## src/rtl/stack_controller.sv

```systemverilog
// Button-driven 8-bit calculator stack that keeps its elements in an external
// 128 x 8 memory and shows the top-of-stack byte on two seven-segment digits.
module stack_controller #(
  parameter int REFRESH_BITS = 17
) (
  input  logic       clk,
  input  logic       rst,
  input  logic [3:0] btns,
  input  logic [7:0] swtchs,
  output logic       cs,
  output logic       we,
  output logic [6:0] addr,
  output logic [7:0] data_out_ctrl,
  input  logic [7:0] data_bus,
  output logic [7:0] leds,
  output logic       err,
  output logic [6:0] segs,
  output logic [3:0] an
);

  typedef enum logic [2:0] {
    IDLE,
    PUSH_WR,
    RD_A,
    RD_B,
    ALU_WR,
    FETCH
  } state_t;

  state_t r_state;
  state_t w_nextState;

  logic [3:0] r_sync1;
  logic [3:0] r_sync2;
  logic [3:0] r_prev;
  logic [3:0] w_rise;
  logic [3:0] w_req;
  logic       w_reqPush;
  logic       w_reqPop;
  logic       w_reqAlu;
  logic       w_reqSub;

  logic [7:0] r_count;
  logic [7:0] r_top;
  logic       r_err;
  logic [7:0] r_a;
  logic [7:0] r_b;
  logic [7:0] r_wdata;
  logic       r_isSub;
  logic [REFRESH_BITS-1:0] r_refresh;

  logic [6:0] w_topAddr;
  logic [6:0] w_belowAddr;
  logic [6:0] w_pushAddr;
  logic [7:0] w_aluResult;
  logic [3:0] w_nibble;
  logic       w_digitSel;

  // Element i lives at address 127-i, so the top sits at 128-count; the
  // 7-bit wrap of the subtraction gives exactly that address.
  assign w_topAddr   = 7'd0 - r_count[6:0];
  assign w_belowAddr = 7'd1 - r_count[6:0];
  assign w_pushAddr  = 7'd127 - r_count[6:0];
  assign w_aluResult = r_isSub ? (r_b - r_a) : (r_b + r_a);

  // Only a fresh press seen while idle becomes a request; the lowest button
  // index wins when several arrive together.
  assign w_rise    = r_sync2 & ~r_prev;
  assign w_req     = (r_state == IDLE) ? w_rise : 4'b0000;
  assign w_reqPush = w_req[0];
  assign w_reqPop  = w_req[1] & ~w_req[0];
  assign w_reqAlu  = (w_req[2] | w_req[3]) & ~w_req[1] & ~w_req[0];
  assign w_reqSub  = ~w_req[2];

  assign leds = r_count;
  assign err  = r_err;

  // Two-flop synchronizer plus a delayed copy for rising-edge detection.
  always_ff @(posedge clk) begin
    if (rst) begin
      r_sync1 <= 4'b0000;
      r_sync2 <= 4'b0000;
      r_prev  <= 4'b0000;
    end else begin
      r_sync1 <= btns;
      r_sync2 <= r_sync1;
      r_prev  <= r_sync2;
    end
  end

  // State register.
  always_ff @(posedge clk) begin
    if (rst) r_state <= IDLE;
    else     r_state <= w_nextState;
  end

  // Next-state selection; illegal requests leave the machine in IDLE.
  always_comb begin
    w_nextState = r_state;
    case (r_state)
      IDLE: begin
        if (w_reqPush) begin
          if (!r_count[7]) w_nextState = PUSH_WR;
        end else if (w_reqPop) begin
          if (r_count != 8'd0) w_nextState = FETCH;
        end else if (w_reqAlu) begin
          if (r_count >= 8'd2) w_nextState = RD_A;
        end
      end
      PUSH_WR: w_nextState = FETCH;
      RD_A:    w_nextState = RD_B;
      RD_B:    w_nextState = ALU_WR;
      ALU_WR:  w_nextState = FETCH;
      FETCH:   w_nextState = IDLE;
      default: w_nextState = IDLE;
    endcase
  end

  // Datapath: count, error flag, operand latches and the cached top value.
  always_ff @(posedge clk) begin
    if (rst) begin
      r_count <= 8'd0;
      r_top   <= 8'd0;
      r_err   <= 1'b0;
      r_a     <= 8'd0;
      r_b     <= 8'd0;
      r_wdata <= 8'd0;
      r_isSub <= 1'b0;
    end else begin
      case (r_state)
        IDLE: begin
          if (w_reqPush) begin
            if (!r_count[7]) begin
              r_wdata <= swtchs;
              r_err   <= 1'b0;
            end else begin
              r_err <= 1'b1;
            end
          end else if (w_reqPop) begin
            if (r_count != 8'd0) begin
              r_count <= r_count - 8'd1;
              r_err   <= 1'b0;
            end else begin
              r_err <= 1'b1;
            end
          end else if (w_reqAlu) begin
            if (r_count >= 8'd2) begin
              r_isSub <= w_reqSub;
              r_err   <= 1'b0;
            end else begin
              r_err <= 1'b1;
            end
          end
        end
        PUSH_WR: r_count <= r_count + 8'd1;
        RD_A:    r_a <= data_bus;
        RD_B:    r_b <= data_bus;
        ALU_WR:  r_count <= r_count - 8'd1;
        FETCH:   r_top <= (r_count != 8'd0) ? data_bus : 8'd0;
        default: r_top <= r_top;
      endcase
    end
  end

  // Memory strobes; held off while reset is high so an aborted op never writes.
  always_comb begin
    cs            = 1'b0;
    we            = 1'b0;
    addr          = 7'd0;
    data_out_ctrl = 8'd0;
    case (r_state)
      PUSH_WR: begin
        cs            = 1'b1;
        we            = 1'b1;
        addr          = w_pushAddr;
        data_out_ctrl = r_wdata;
      end
      RD_A: begin
        cs   = 1'b1;
        addr = w_topAddr;
      end
      RD_B: begin
        cs   = 1'b1;
        addr = w_belowAddr;
      end
      ALU_WR: begin
        cs            = 1'b1;
        we            = 1'b1;
        addr          = w_belowAddr;
        data_out_ctrl = w_aluResult;
      end
      FETCH: begin
        cs   = (r_count != 8'd0);
        addr = w_topAddr;
      end
      default: cs = 1'b0;
    endcase
    if (rst) begin
      cs = 1'b0;
      we = 1'b0;
    end
  end

  // Free-running refresh counter; its MSB alternates the two digits.
  always_ff @(posedge clk) begin
    if (rst) r_refresh <= '0;
    else     r_refresh <= r_refresh + REFRESH_BITS'(1);
  end

  assign w_digitSel = r_refresh[REFRESH_BITS-1];
  assign w_nibble   = w_digitSel ? r_top[7:4] : r_top[3:0];
  assign an         = w_digitSel ? 4'b1101 : 4'b1110;

  // Active-low hex decoder, bit order {g,f,e,d,c,b,a}.
  always_comb begin
    segs = 7'b1111111;
    case (w_nibble)
      4'h0: segs = 7'b1000000;
      4'h1: segs = 7'b1111001;
      4'h2: segs = 7'b0100100;
      4'h3: segs = 7'b0110000;
      4'h4: segs = 7'b0011001;
      4'h5: segs = 7'b0010010;
      4'h6: segs = 7'b0000010;
      4'h7: segs = 7'b1111000;
      4'h8: segs = 7'b0000000;
      4'h9: segs = 7'b0010000;
      4'hA: segs = 7'b0001000;
      4'hB: segs = 7'b0000011;
      4'hC: segs = 7'b1000110;
      4'hD: segs = 7'b0100001;
      4'hE: segs = 7'b0000110;
      4'hF: segs = 7'b0001110;
      default: segs = 7'b1111111;
    endcase
  end

endmodule

```

## config.mk

```make
export PLATFORM = sky130hd
export DESIGN_NAME = stack_controller
export DESIGN_NICKNAME = d
export VERILOG_FILES = /design/src/rtl/stack_controller.sv
export SDC_FILE = /design/constraint.sdc
export NUM_CORES = 1
export LEC_CHECK = 0
export BUFFER_PORTS_ARGS = -buffer_cell sky130_fd_sc_hd__buf_4
export CORE_MARGIN = 5
export CORE_UTILIZATION = 58
export DETAILED_ROUTE_END_ITERATION = 8
export GPL_TIMING_DRIVEN = 0
export PLACE_DENSITY_LB_ADDON = 0.12
export SLEW_MARGIN = 5
export SYNTH_ARGS = -nofsm -noshare
export SYNTH_HDL_FRONTEND = slang
export SYNTH_SLANG_ARGS = --single-unit
```

## constraint.sdc

```tcl
create_clock -name clk -period 3.1 [get_ports clk]
set_clock_uncertainty 0.05 [all_clocks]
set_input_delay 0.155 -clock clk [delete_from_list [all_inputs] [get_ports clk]]
set_output_delay 0.155 -clock clk [all_outputs]
set_load 0.02 [all_outputs]
```

==> flow_metrics.env, run 1 <==
export IMPL_status="completed"
export IMPL_yosysSeqAreaShare=0.334
export IMPL_grt_antenna_before_repair=0
export IMPL_fin_crit_sh=0.951
export IMPL_dp_hpwl_um=7670
export IMPL_synth_area_um2=4440
export IMPL_synth_area_leaders="dfxtp_1, ha_1, nor2_1"
export IMPL_dieWidth_um=97.5
export IMPL_synthArstFlopShare=0
export IMPL_worstMarginPinSlew_ns=0.679
export IMPL_cts_buffers=9
export IMPL_r2r_cells=9
export IMPL_nNetsFinal=669
export IMPL_worst_setup_path_end_kind="flip-flop"
export IMPL_yosysWarnings=0
export IMPL_stdcell_count=719
export IMPL_ctsRootBufferMaster="clkbuf_8"
export IMPL_route_detailed_drc=0
export IMPL_hold_viol=0
export IMPL_tritoncts="built"
export IMPL_vias=3954
export IMPL_post_cts_setup_buffers=0
export IMPL_hold_class="input port to flip-flop"
export IMPL_routabilityCongestion=0.933
export IMPL_post_synth_num_cell_types=65
export IMPL_start_util=0.602
export IMPL_p_leak_nw=2.33
export IMPL_powerDensity_nw_per_um2=925
export IMPL_htreeDepth=3
export IMPL_grt_max_degree=16
export IMPL_synthCells=535
export IMPL_syn_to_final_growth_pct=20.4
export IMPL_hold_depth=3
export IMPL_row_count=31
export IMPL_n_antenna_cell=0
export IMPL_design_core_area_um2=7370
export IMPL_syn_avg_cell_area_um2=8.29
export IMPL_ir_drop_uv=602
export IMPL_drv_slew=0
export IMPL_grt_util_all_layers=0.221
export IMPL_die_h_um=97.5
export IMPL_final_core_util=0.725
export IMPL_criticalPathCategory="flip-flop to flip-flop"
export IMPL_viasPerCell=5.50
export IMPL_startpoint_type="flip-flop"
export IMPL_grt_first_pass_wirelength_um=17500
export IMPL_clockBufferDepth=2
export IMPL_placed_cells=691
export IMPL_synth_ff_type="dfxtp_1"
export IMPL_worst_slew_margin_rel=0.548
export IMPL_n_fill_cell=577
export IMPL_synthDominantCellAreaShare=0.334
export IMPL_arrival_ns=3.16
export IMPL_io_pins=59
export IMPL_drv_cap=0
export IMPL_fmax_ghz=0.339
export IMPL_setup_viol=0
export IMPL_synth_edf_count=0
export IMPL_clock_sinks=74
export IMPL_crit_fanout=15
export IMPL_overflow=0
export IMPL_drt_pass1_iter_count=4
export IMPL_cp_required_ns=3.31
export IMPL_drive_gt1_frac=0.173
export IMPL_seqCellArea_um2=1480
export IMPL_wl_um=10400
export IMPL_path_clk_slew_ns=0.08
export IMPL_antenna_left=0
export IMPL_period_minus_slack_ns=2.95
export IMPL_grt_pass1_vias=3780
export IMPL_wl_per_cell_um=14.5
export IMPL_clk_latency_ns=0.36
export IMPL_io_buffers=56
export IMPL_die_area_um2=9500
export IMPL_yosys_area_top_type="dfxtp_1"
export IMPL_ys_ff_latch=74
export IMPL_multi_input_comb_area_um2=2730
export IMPL_first_iter_violations=191
[cell families (layout without fill, tap and decap cells)]
logic type	after synthesis	after routing	share of synthesized area
XOR/XNOR	34	34	0.0671
AO/OA/AOI/OAI	103	103	0.153
adder cells (fa/ha/maj)	32	32	0.0936
AND/OR/NAND/NOR	206	206	0.227
buffers and inverters	56	140	0.0558
multiplexers	29	29	0.0688
other	1	2	0.000845
flip-flops	74	74	0.334
[repair_timing]
action / in CTS / in global routing
setup endpoints to repair: 1 / 4
hold endpoints to repair: 14 / 0
gates resized for setup: 2 / 5
pin swaps: 0 / 2
hold buffers: 14 / 0
[power breakdown]
part,total [mW],switching [mW],internal (mW)
Sequential,1.18,0.118,1.06
Combinational,2.95,1.66,1.29
Clock,0.807,0.419,0.388
[per-stage QoR]
| stage | TNS, ns | worst slack, ns | hold WS, ns | power, mW | area (µm²) |
|---|---|---|---|---|---|
| after floorplan | 0 | 0.261 | 0.233 | 3.33 | 4440 |
| after global placement | -0.296 | -0.296 | 0.315 | 4.01 | 4980 |
| after detailed placement | -0.344 | -0.344 | 0.325 | 4.07 | 4980 |
| after CTS | 0 | 0.0335 | 0.00135 | 4.91 | 5340 |
| after global routing | -0.00158 | -0.00158 | 0.0122 | 5.32 | 5340 |
| final | 0 | 0.152 | 0.00631 | 4.94 | 5340 |
[placed cells by master (no fill, tap or decap), drive strengths merged, types with 14 or more instances in the layout]
cell         count
nor2            78
dfxtp           74
buf             71
nand2           52
ha              30
a21oi           30
inv             30
mux2i           23
clkbuf          22
o21ai           21
xor2            18
xnor2           16
nor2b           16
dlygate4sd3     14
[layer usage]
layer  up-vias  wire length (µm)  track usage
met5         -                 0            0
met1      1856              4620        0.274
met4         0               267       0.0990
met3        22               409       0.0388
li1       1997                 -            -
met2        79              5130        0.372
[path summary, 6_finish.rpt]
kind | from | endpoint | slack (ns)
min reg2reg | r_sync1[1]$_SDFF_PP0_ | r_sync2[1]$_SDFF_PP0_ | 0.40
max reg2reg | r_state[1]$_SDFFE_PP0P_ | leds[7]$_SDFFE_PP0P_ | 0.15
max | r_state[1]$_SDFFE_PP0P_ | leds[7]$_SDFFE_PP0P_ | 0.15
min | data_bus[6] | r_b[6]$_SDFFE_PP0N_ | 0.006
[sequential cells by signal, summed over array words and instances (netlist names)]
signal     flops
r_sync2        4
r_top          8
r_wdata        8
r_sync1        4
r_b            8
r_state        3
leds           8
r_prev         4
r_isSub        1
err            1
r_a            8
r_refresh     17
[synth_stat cells, types with 7 or more instances]
cell type,count
a21oi_1,29
a22oi_1,10
a31oi_1,8
clkbuf_1,15
dfxtp_1,74
ha_1,30
inv_1,25
mux2i_1,23
nand2_1,52
nand2b_1,11
nor2_1,76
nor2b_1,16
nor3_1,7
o21ai_0,21
xnor2_1,16
xor2_1,18
[worst max-delay path: stages, from the launching register on]
cell,delay (ns)
dfxtp_1,0.32
buf_6,0.13
or3b_4,0.47
inv_4,0.19
ha_1,0.27
a211oi_1,0.31
o21ai_0,0.21
a311o_1,0.40
a21oi_2,0.20
mux2_4,0.31
[area by class of cell]
class                   instances  share of cell area
clock inverters                 7              0.0159
multi-input cells             406               0.510
repair buffers                 70               0.105
clock buffers                   9              0.0232
well taps                      99              0.0232
flip-flops and latches         74               0.277
plain buffers                  28              0.0267
inverters                      26              0.0187
(Power assumes the default switching activity.)
==> run 2, diff against run 1 <==
Settings changed: CORE_UTILIZATION 58 to 35.
==> flow_metrics.env, run 2 (synthesized netlist as in run 1, its figures left out) <==
export IMPL_status="completed"
export IMPL_hold_depth=3
export IMPL_syn_to_final_growth_pct=22.7
export IMPL_hold_viol=0
export IMPL_r2r_start="r_state[1]$_SDFFE_PP0P_"
export IMPL_post_cts_setup_buffers=0
export IMPL_cts_buffers=9
export IMPL_clk_latency_ns=0.34
export IMPL_drv_cap=0
export IMPL_dp_hpwl_um=8590
export IMPL_setup_viol=0
export IMPL_ctsRootBufferMaster="clkbuf_16"
export IMPL_worst_slew_margin_rel=0.529
export IMPL_grt_pass1_vias=3830
export IMPL_rsz0062_at_grt="false"
export IMPL_tritoncts="built"
export IMPL_startpoint_type="flip-flop"
export IMPL_wl_um=11300
export IMPL_drive_gt1_frac=0.173
export IMPL_htreeDepth=3
export IMPL_hold_class="input port to flip-flop"
export IMPL_die_area_um2=15000
export IMPL_dieWidth_um=123
export IMPL_fmax_ghz=0.337
export IMPL_nNetsFinal=661
export IMPL_crit_fanout=9
export IMPL_grt_util_all_layers=0.157
export IMPL_grt_max_degree=16
export IMPL_top_register="r_refresh"
export IMPL_n_antenna_cell=0
export IMPL_io_buffers=56
export IMPL_clock_sinks=74
export IMPL_ir_drop_uv=354
export IMPL_die_h_um=123
export IMPL_clockBufferDepth=2
export IMPL_largest_reg_flops=17
export IMPL_wl_per_cell_um=14.4
export IMPL_final_common_cell="nor2_1"
export IMPL_row_count=41
export IMPL_start_util=0.354
export IMPL_worstMarginPinSlew_ns=0.706
export IMPL_drv_slew=0
export IMPL_cp_required_ns=2.89
export IMPL_fin_crit_sh=0.956
export IMPL_most_common_layout_cells="nor2_1, dfxtp_1, buf_4, nand2_1, ha_1"
export IMPL_p_leak_nw=2.34
export IMPL_io_pins=59
export IMPL_design_core_area_um2=12500
export IMPL_final_core_util=0.435
export IMPL_overflow=0
export IMPL_criticalPathCategory="flip-flop to output port"
export IMPL_viasPerCell=4.94
export IMPL_antenna_left=0
export IMPL_arrival_ns=2.76
export IMPL_route_detailed_drc=0
export IMPL_vias=3870
export IMPL_rrSetupSlack_ns=0.24
export IMPL_period_minus_slack_ns=2.96
export IMPL_routabilityCongestion=0.866
export IMPL_grt_first_pass_wirelength_um=18800
export IMPL_first_iter_violations=250
export IMPL_worst_setup_path_end_kind="output port"
export IMPL_drt_pass1_iter_count=4
export IMPL_r2r_cells=9
export IMPL_hp_start="swtchs[5]"
export IMPL_hold_end="r_wdata[5]$_SDFFE_PP0P_"
export IMPL_path_clk_slew_ns=0.06
export IMPL_r2r_end="leds[7]$_SDFFE_PP0P_"
export IMPL_grt_antenna_before_repair=0
export IMPL_powerDensity_nw_per_um2=952
export IMPL_setup_tns_ns=0
## run 2: metal layers
layer	up-vias	global-route usage	wire, µm
met3	10	0.0290	368
met4	0	0.0511	129
met1	1816	0.219	5740
met5	-	0	0
met2	68	0.245	5030
li1	1976	-	-
## run 2: per-stage QoR
step	cells	worst slack [ns]	hold slack [ns]	area, µm²	total power, mW
2_1_floorplan	536	0.261	0.233	4440	3.33
3_3_place_gp	764	-0.368	0.316	5080	4.07
3_5_place_dp	764	-0.369	0.323	5080	4.10
4_1_cts	785	0.0527	0.00624	5430	5.18
5_1_grt	784	0.0203	0.0158	5450	5.61
6_report	784	0.136	0.0103	5450	5.18
## run 2: power by group
| part | leakage, nW | total (mW) | internal [mW] | switching, mW |
|---|---|---|---|---|
| combinational | 1.59 | 2.96 | 1.29 | 1.67 |
| sequential | 0.603 | 1.18 | 1.06 | 0.113 |
| clock | 0.143 | 1.04 | 0.645 | 0.398 |
| total | 2.34 | 5.18 | 3.00 | 2.18 |
## run 2: how the worst max path moves through the flow
stage | slack (ns) | endpoint | cells past startpoint | start
floorplan | 0.26 | leds[7]$_SDFFE_PP0P_ | 9 | r_state[1]$_SDFFE_PP0P_
global placement | -0.37 | leds[7]$_SDFFE_PP0P_ | 9 | r_state[1]$_SDFFE_PP0P_
detailed placement | -0.37 | leds[7]$_SDFFE_PP0P_ | 9 | r_state[1]$_SDFFE_PP0P_
CTS | 0.05 | data_out_ctrl[6] | 10 | r_a[0]$_SDFFE_PP0P_
global route | 0.02 | addr[6] | 9 | leds[0]$_SDFFE_PP0P_
finish | 0.14 | addr[6] | 9 | leds[0]$_SDFFE_PP0P_
## run 2: timing repair
item                                    in CTS  in global routing
hold endpoints to repair                     5                  0
pin swaps                                    0                  2
endpoints found under the setup margin       1                  4
hold buffers                                 5                  0
gates resized for setup                      3                  5
## run 2: worst max-delay path, stage by stage, from the launching register on
cell and delay [ns]:
dfxtp_1 0.34, clkbuf_1 0.23, inv_1 0.15, ha_1 0.18, or3b_4 0.43, or4_1 0.40, a221oi_1 0.28, nor2_1 0.08
and3_1 0.17, buf_4 0.15
## run 2: area by class of cell
type,count,area (µm²)
fill,1287,7070
multi-input combinational,406,2730
sequential,74,1480
timing repair buffer,61,470
clock buffer,12,246
tap,172,215
buffer,29,146
inverter,26,103
clock inverter,4,51.3
==> run 3, diff against run 2 <==
Settings changed: ABC_CLOCK_PERIOD_IN_PS from default to 3100, CTS_BUF_LIST from default to sky130_fd_sc_hd__clkbuf_4 sky130_fd_sc_hd__clkbuf_8.
==> flow_metrics.env, run 3 (synthesized netlist as in run 1, its figures left out) <==
export IMPL_use_met1=0.219
export IMPL_ctsRootBufferMaster="clkbuf_8"
export IMPL_route_detailed_drc=0
export IMPL_vias=3891
export IMPL_grt_util_all_layers=0.157
export IMPL_antenna_left=0
export IMPL_start_util=0.354
export IMPL_fin_crit_sh=0.938
export IMPL_wl_um=11200
export IMPL_powerDensity_nw_per_um2=903
export IMPL_worst_slew_margin_rel=0.547
export IMPL_drive_gt1_frac=0.176
export IMPL_io_pins=59
export IMPL_htreeDepth=3
export IMPL_die_area_um2=15000
export IMPL_p_leak_nw=2.33
export IMPL_hold_class="input port to flip-flop"
export IMPL_most_common_layout_cells="nor2_1, dfxtp_1, buf_4, nand2_1, ha_1"
export IMPL_die_h_um=123
export IMPL_clockBufferDepth=2
export IMPL_met2_usage=0.245
export IMPL_crit_path_end="data_out_ctrl[6]"
export IMPL_status="completed"
export IMPL_post_cts_setup_buffers=0
export IMPL_grt_antenna_before_repair=0
export IMPL_hold_viol=0
export IMPL_io_buffers=56
export IMPL_ir_drop_uv=321
export IMPL_top_register="r_refresh"
export IMPL_clock_sinks=74
export IMPL_use_met3=0.0318
export IMPL_period_minus_slack_ns=2.91
export IMPL_r2r_cells=9
export IMPL_overflow=0
export IMPL_rsz0062_at_grt="false"
export IMPL_design_core_area_um2=12500
export IMPL_routabilityCongestion=0.866
export IMPL_grt_busiest_layer="met2"
export IMPL_whs_ns=0.0176
export IMPL_largest_reg_flops=17
export IMPL_fmax_ghz=0.344
export IMPL_worstMarginPinSlew_ns=0.679
export IMPL_wl_per_cell_um=14.2
export IMPL_criticalPathCategory="flip-flop to output port"
export IMPL_cp_required_ns=2.89
export IMPL_drt_pass1_iter_count=7
export IMPL_drv_slew=0
export IMPL_n_fill_cell=1284
export IMPL_dp_hpwl_um=8590
export IMPL_viasPerCell=4.91
export IMPL_seqCellArea_um2=1480
export IMPL_cts_buffers=9
export IMPL_crit_path_start="r_a[1]$_SDFFE_PP0P_"
export IMPL_first_iter_violations=241
export IMPL_r2r_end="leds[7]$_SDFFE_PP0P_"
export IMPL_row_count=41
export IMPL_r2r_start="r_state[1]$_SDFFE_PP0P_"
export IMPL_arrival_ns=2.70
export IMPL_grt_max_degree=16
export IMPL_nNetsFinal=669
export IMPL_path_clk_slew_ns=0.08
export IMPL_multi_input_comb_area_um2=2740
export IMPL_startpoint_type="flip-flop"
export IMPL_clk_latency_ns=0.35
export IMPL_grt_first_pass_wirelength_um=18700
export IMPL_drv_cap=0
export IMPL_final_core_util=0.435
export IMPL_dieWidth_um=123
export IMPL_worst_setup_path_end_kind="output port"
export IMPL_rrSetupSlack_ns=0.25
export IMPL_syn_to_final_growth_pct=22.7
export IMPL_setup_viol=0
export IMPL_final_common_cell="nor2_1"
export IMPL_crit_fanout=4
export IMPL_grt_pass1_vias=3804
export IMPL_n_antenna_cell=0
export IMPL_tritoncts="built"
==> run 3: layer usage <==
metal	wire length, µm	part of all wire
met5	0	0
met4	131	0.012
met3	383	0.034
met2	4980	0.44
met1	5750	0.51
==> run 3: how the worst min path moves through the flow <==
| stage | end | from | slack [ns] | cells after the start |
|---|---|---|---|---|
| 2_1_floorplan | r_sync1[0]$_SDFF_PP0_ | btns[0] | 0.23 | 1 |
| 3_3_place_gp | r_sync1[0]$_SDFF_PP0_ | btns[0] | 0.32 | 2 |
| 4_1_cts | r_wdata[1]$_SDFFE_PP0P_ | swtchs[1] | 0.003 | 3 |
| 5_1_grt | r_wdata[1]$_SDFFE_PP0P_ | swtchs[1] | 0.004 | 3 |
| 3_5_place_dp | r_sync1[1]$_SDFF_PP0_ | btns[1] | 0.32 | 2 |
| 6_report | r_wdata[1]$_SDFFE_PP0P_ | swtchs[1] | 0.02 | 3 |
==> run 3: critical path, stage by stage, from the launching register on <==
cell     delay (ns)
dfxtp_1        0.38
inv_1          0.06
ha_1           0.21
nor2_1         0.12
xnor2_1        0.13
ha_1           0.29
nor2b_1        0.15
o21ai_1        0.15
a21oi_1        0.11
o31a_1         0.28
o31ai_1        0.26
buf_4          0.19
==> run 3: power by group <==
part / switching (mW) / internal [mW]
Combinational: 1.66 / 1.30
Sequential: 0.123 / 1.06
Clock: 0.359 / 0.412
Total: 2.14 / 2.77
==> run 3: area by class of cell <==
type	count	share of cell area
clock buffers	12	0.0280
multi-input cells	406	0.503
repair buffers	70	0.103
inverters	26	0.0188
well taps	172	0.0395
plain buffers	28	0.0262
clock inverters	4	0.00942
flip-flops and latches	74	0.272
==> run 3: what timing repair did <==
| action | CTS | global route |
|---|---|---|
| setup endpoints to repair | 1 | 5 |
| pin swaps | 0 | 2 |
| endpoints found under the hold margin | 15 | 0 |
| hold buffers | 14 | 0 |
| resized for setup | 3 | 6 |
==> run 3: per-stage QoR <==
| step | worst slack (ns) | setup TNS [ns] | cells | cell area, µm² | power, mW |
|---|---|---|---|---|---|
| after floorplan | 0.261 | 0 | 536 | 4440 | 3.33 |
| after global placement | -0.368 | -0.368 | 764 | 5080 | 4.07 |
| after detailed placement | -0.369 | -0.369 | 764 | 5080 | 4.10 |
| after CTS | 0.0213 | 0 | 794 | 5430 | 4.92 |
| after global routing | 0.00474 | 0 | 792 | 5440 | 5.35 |
| final | 0.192 | 0 | 792 | 5440 | 4.91 |
